**config.mk**
```make
export PLATFORM = sky130hd
export DESIGN_NAME = morse_encoder
export DESIGN_NICKNAME = d
export VERILOG_FILES = /design/src/rtl/morse_encoder.sv
export SDC_FILE = /design/constraint.sdc
export NUM_CORES = 1
export LEC_CHECK = 0
export ABC_CLOCK_PERIOD_IN_PS = 4410
export CAP_MARGIN = 20
export CORE_MARGIN = 2
export CORE_UTILIZATION = 39
export CTS_CLUSTER_SIZE = 24
export DETAILED_ROUTE_END_ITERATION = 12
export GPL_TIMING_DRIVEN = 0
export SYNTH_ARGS = -nofsm -noshare
export SYNTH_HDL_FRONTEND = slang
export SYNTH_SLANG_ARGS = --single-unit
```
**constraint.sdc**
```tcl
create_clock -name clk -period 4.41 [get_ports clk]
set_input_delay 1.1025 -clock clk [delete_from_list [all_inputs] [get_ports clk]]
set_output_delay 1.1025 -clock clk [all_outputs]
set_load 0.01 [all_outputs]
```
**src/rtl/morse_encoder.sv**
```systemverilog
// morse_encoder: turns accepted ASCII characters into a keyed Morse signal
// with exact unit timing, reporting completion (done) or rejection (err).
//
// state | meaning
// ------+-------------------------------------------------------------
// IDLE  | key low, char_ready high, waiting for a character
// MARK  | key high for one element: 1 unit (dot) or 3 units (dash)
// EGAP  | key low for 1 unit between elements of the same character
// LGAP  | key low for 3 units after the last element, then done
// WGAP  | key low for 4 units for a space, then done
module morse_encoder #(
    parameter int UNIT_CYCLES = 4
) (
    input  logic       clk,
    input  logic       reset,
    input  logic [7:0] char_in,
    input  logic       char_valid,
    output logic       char_ready,
    output logic       key,
    output logic       busy,
    output logic       done,
    output logic       err
);

    // Wide enough for the longest load value (4*UNIT_CYCLES - 1).
    localparam int CW = $clog2(3 * UNIT_CYCLES) + 1;
    localparam logic [CW-1:0] DOT_LD  = CW'(UNIT_CYCLES - 1);
    localparam logic [CW-1:0] DASH_LD = CW'(3 * UNIT_CYCLES - 1);
    localparam logic [CW-1:0] WORD_LD = CW'(4 * UNIT_CYCLES - 1);

    typedef enum logic [2:0] {IDLE, MARK, EGAP, LGAP, WGAP} state_t;

    state_t        state;
    logic [CW-1:0] cnt;
    logic [2:0]    rem;
    logic [4:0]    sh;

    logic [7:0]    up;
    logic [2:0]    rom_len;
    logic [4:0]    rom_pat;
    logic [4:0]    rom_aligned;
    logic          is_space;

    // Case folding and code ROM; pattern is right-aligned, MSB-first in len,
    // then left-aligned so the current element always sits in bit 4.
    always_comb begin
        up = char_in;
        if (char_in >= 8'h61 && char_in <= 8'h7A) up = char_in - 8'h20;
        rom_len = 3'd0;
        rom_pat = 5'b00000;
        case (up)
            8'h41: {rom_len, rom_pat} = {3'd2, 5'b00001}; // A .-
            8'h42: {rom_len, rom_pat} = {3'd4, 5'b01000}; // B -...
            8'h43: {rom_len, rom_pat} = {3'd4, 5'b01010}; // C -.-.
            8'h44: {rom_len, rom_pat} = {3'd3, 5'b00100}; // D -..
            8'h45: {rom_len, rom_pat} = {3'd1, 5'b00000}; // E .
            8'h46: {rom_len, rom_pat} = {3'd4, 5'b00010}; // F ..-.
            8'h47: {rom_len, rom_pat} = {3'd3, 5'b00110}; // G --.
            8'h48: {rom_len, rom_pat} = {3'd4, 5'b00000}; // H ....
            8'h49: {rom_len, rom_pat} = {3'd2, 5'b00000}; // I ..
            8'h4A: {rom_len, rom_pat} = {3'd4, 5'b00111}; // J .---
            8'h4B: {rom_len, rom_pat} = {3'd3, 5'b00101}; // K -.-
            8'h4C: {rom_len, rom_pat} = {3'd4, 5'b00100}; // L .-..
            8'h4D: {rom_len, rom_pat} = {3'd2, 5'b00011}; // M --
            8'h4E: {rom_len, rom_pat} = {3'd2, 5'b00010}; // N -.
            8'h4F: {rom_len, rom_pat} = {3'd3, 5'b00111}; // O ---
            8'h50: {rom_len, rom_pat} = {3'd4, 5'b00110}; // P .--.
            8'h51: {rom_len, rom_pat} = {3'd4, 5'b01101}; // Q --.-
            8'h52: {rom_len, rom_pat} = {3'd3, 5'b00010}; // R .-.
            8'h53: {rom_len, rom_pat} = {3'd3, 5'b00000}; // S ...
            8'h54: {rom_len, rom_pat} = {3'd1, 5'b00001}; // T -
            8'h55: {rom_len, rom_pat} = {3'd3, 5'b00001}; // U ..-
            8'h56: {rom_len, rom_pat} = {3'd4, 5'b00001}; // V ...-
            8'h57: {rom_len, rom_pat} = {3'd3, 5'b00011}; // W .--
            8'h58: {rom_len, rom_pat} = {3'd4, 5'b01001}; // X -..-
            8'h59: {rom_len, rom_pat} = {3'd4, 5'b01011}; // Y -.--
            8'h5A: {rom_len, rom_pat} = {3'd4, 5'b01100}; // Z --..
            8'h30: {rom_len, rom_pat} = {3'd5, 5'b11111}; // 0
            8'h31: {rom_len, rom_pat} = {3'd5, 5'b01111}; // 1
            8'h32: {rom_len, rom_pat} = {3'd5, 5'b00111}; // 2
            8'h33: {rom_len, rom_pat} = {3'd5, 5'b00011}; // 3
            8'h34: {rom_len, rom_pat} = {3'd5, 5'b00001}; // 4
            8'h35: {rom_len, rom_pat} = {3'd5, 5'b00000}; // 5
            8'h36: {rom_len, rom_pat} = {3'd5, 5'b10000}; // 6
            8'h37: {rom_len, rom_pat} = {3'd5, 5'b11000}; // 7
            8'h38: {rom_len, rom_pat} = {3'd5, 5'b11100}; // 8
            8'h39: {rom_len, rom_pat} = {3'd5, 5'b11110}; // 9
            default: {rom_len, rom_pat} = {3'd0, 5'b00000};
        endcase
        rom_aligned = rom_pat << (3'd5 - rom_len);
        is_space    = (char_in == 8'h20);
    end

    assign char_ready = (state == IDLE);
    assign busy       = (state != IDLE);

    // Sequencer: duration down-counter reloads on every state entry and the
    // state advances on its terminal count of zero.
    always_ff @(posedge clk or negedge reset) begin
        if (!reset) begin
            state <= IDLE;
            cnt   <= '0;
            rem   <= 3'd0;
            sh    <= 5'b00000;
            key   <= 1'b0;
            done  <= 1'b0;
            err   <= 1'b0;
        end else begin
            done <= 1'b0;
            err  <= 1'b0;
            case (state)
                IDLE: begin
                    if (char_valid) begin
                        if (rom_len != 3'd0) begin
                            state <= MARK;
                            key   <= 1'b1;
                            rem   <= rom_len;
                            sh    <= rom_aligned;
                            cnt   <= rom_aligned[4] ? DASH_LD : DOT_LD;
                        end else if (is_space) begin
                            state <= WGAP;
                            cnt   <= WORD_LD;
                        end else begin
                            err <= 1'b1;
                        end
                    end
                end
                MARK: begin
                    if (cnt == '0) begin
                        key <= 1'b0;
                        if (rem > 3'd1) begin
                            state <= EGAP;
                            cnt   <= DOT_LD;
                        end else begin
                            state <= LGAP;
                            cnt   <= DASH_LD;
                        end
                    end else begin
                        cnt <= cnt - CW'(1);
                    end
                end
                EGAP: begin
                    if (cnt == '0) begin
                        state <= MARK;
                        key   <= 1'b1;
                        rem   <= rem - 3'd1;
                        sh    <= sh << 1;
                        cnt   <= sh[3] ? DASH_LD : DOT_LD;
                    end else begin
                        cnt <= cnt - CW'(1);
                    end
                end
                LGAP, WGAP: begin
                    if (cnt == '0) begin
                        state <= IDLE;
                        done  <= 1'b1;
                    end else begin
                        cnt <= cnt - CW'(1);
                    end
                end
                default: state <= IDLE;
            endcase
        end
    end

endmodule

```
==> metrics.txt <==
M3 GR Usage=0.0325; Total GRT Usage=0.192; worst skew pair latency=0.25 ns; final net count=290; reg2reg path depth=8; RSZ-0062 raised after global routing=false; die width=74.1 um; R2R Setup Slk=1.86 ns; H-tree depth=1; static leakage=0.915 nW; max_cap viols=0; Cell Area, Placed=2150 sq um; leading area contributor after synthesis=dfrtp_1; multi-input logic area=1380 sq um; startpoint types=input pin; Max Root-Sink Buffers=2; hold path depth=2; sequential share of the synthesized area=0.235; Util after Layout=0.472; met2 Usage GRT=0.298; DRT Pass-1 Iters=4; DPL Wire Length=3690 um; Worst-Margin Slew=0.846 ns; Die H=74.1 um; WP data arrival=4.29 ns; # fillers=478; area share of the largest cell type after synthesis=0.235; routed len/inst=14.5 um; Yosys cell types=65; CP required=4.57 ns; # setup viols final=0; minimum clock period=4.13 ns; Detail Route Antenna Nets=0; ys async rst share=1.00; Synth Cell Area=1920 sq um; initial core utilization=0.406; Crit Path Class=in2reg; kind of end point of the critical path=flip-flop; largest net degree at the start of global routing=19; final cell count without fillers=333; Mean Syn Cell Area=7.73 sq um; vias in the first global route=1696; ratio of cells with drive above 1 in the final layout=0.102; Reg area=450 sq um; initial DRC count=87; worst vdd ir=0.196 mV; core area=4720 sq um; CTS tree=built; Syn Inst Count=248; clk sinks=18; pwr/cell area=361 nW/um^2; global-route wire length before repair=8200 um; design area=2230 sq um; dpl ws=-0.444 ns; fin. max-slew vios=0; top_reg_cell synth=dfrtp_1; fin worst setup slack=0.280 ns; Area Overhead vs Synth=16.2%; synth warn=0; commonest cells after routing, fill and taps aside=30 x nand2_1, 27 x nor2_1, 18 x dfrtp_1, 15 x a21oi_1, 14 x clkdlybuf4s50_1; CTS Root Cell=clkbuf_8; DR vias/cell=5.56; post-route DRC violation count=0; met1 usage=0.281; RD Place Congestion=0.915; Total Routed Length=4820 um; n_diodes=0; GRT Residual Overflow=0; fin crit share=0.937; gr busiest metal=met2; Max FO, Critical Path=8; status=finished, final reports clean; hold crit path type=reg2reg; number of flops mapped to enable cells by yosys=0; reg2reg end=sh[2]; Max Fclk=242 MHz; Die ar.=5500 sq um; cts hold-fix bufs=0; Slew headroom=0.434; CTS buffer count=3; # rows=25; hold slack=0.481 ns; worst r2r src=cnt[0]; Fin. Hold Viols=0; hold_sp=sh[0]; IO buf count=15; initial antenna violation count=0; vias=1851; clock-pin slew on the worst setup and hold paths=0.07 ns; Clock Skew=0.00163 ns; Worst Hold End=sh[0]; largest cells by area after synthesis=dfrtp_1 23%, ha_1 7.2%, nand2_1 5.9%; syn nets=270; cell count after placement=330; most common cell after layout, fill and taps aside=nand2_1; Top-Level Pins=16; FF+latch count, synth=18
[registers in the layout (all words and copies together) (netlist names)]
register	flops
done	1
rem	3
cnt	5
err	1
state	3
key	1
sh	4
[worst max-delay path: stages]
cell and delay, ns:
clkdlybuf4s50_1 0.64, inv_1 0.18, ha_1 0.30, nor4b_4 0.16
o41ai_1 0.33, o21ai_1 0.28, a21oi_2 0.23, a32oi_1 0.16
nand2b_4 0.23, or3_1 0.42, o311ai_2 0.25
[through the flow]
stage          TNS, ns  power, mW
6_report             0      0.805
5_1_grt              0      0.893
4_1_cts              0      0.808
3_5_place_dp     -2.38      0.687
3_3_place_gp     -2.96      0.682
2_1_floorplan        0      0.550
[cell families after synthesis]
family                     synth area share
adders and majority gates            0.0718
AOI/OAI and AO/OA                     0.293
xor gates and xnor gates            0.00457
DFF                                   0.235
muxes                                0.0391
and+or+nand+nor                       0.293
buffers and inverters                0.0639
[cells in the mapped netlist, types with 4 or more instances]
library cell / count
a21oi_1: 15
buf_2: 5
o21ai_0: 11
clkbuf_1: 4
nor3_1: 7
or3_1: 4
inv_1: 13
nand3b_1: 5
dfrtp_1: 18
nand2b_1: 5
nand2_1: 30
o21ai_1: 4
nor2b_1: 7
o31ai_1: 5
nor2_1: 27
ha_1: 11
[routing by layer]
metal / vias to the layer above / part of all wire
met5: - / 0
met3: 4 / 0.024
li1: 954 / -
met4: 0 / 0.0075
met2: 37 / 0.45
met1: 856 / 0.52
[report_power, final]
| part | internal [mW] | switching [mW] | total, mW |
|---|---|---|---|
| clock | 0.0608 | 0.0549 | 0.116 |
| combinational | 0.185 | 0.259 | 0.444 |
| sequential | 0.213 | 0.0316 | 0.245 |
[worst max-delay path by stage]
stage,startpoint,end,cells past startpoint
detailed placement,char_in[1],sh[2],12
CTS,char_in[1],sh[2],12
global route,char_in[0],sh[0],12
floorplan,char_in[1],sh[2],11
finish,char_in[0],sh[2],11
global placement,char_in[1],sh[2],12
[layout make-up]
type	count	share of cell area
timing repair buffer	15	0.0685
sequential	18	0.202
inverter	15	0.0253
tap	67	0.0376
multi-input combinational	202	0.618
clock buffer	3	0.0185
buffer	13	0.0303
[repair_timing]
action / CTS / global route
buffers inserted: 0 / 0
gates resized for setup: 2 / 4
endpoints found under the setup margin: 2 / 5
(Power assumes the default switching activity.)
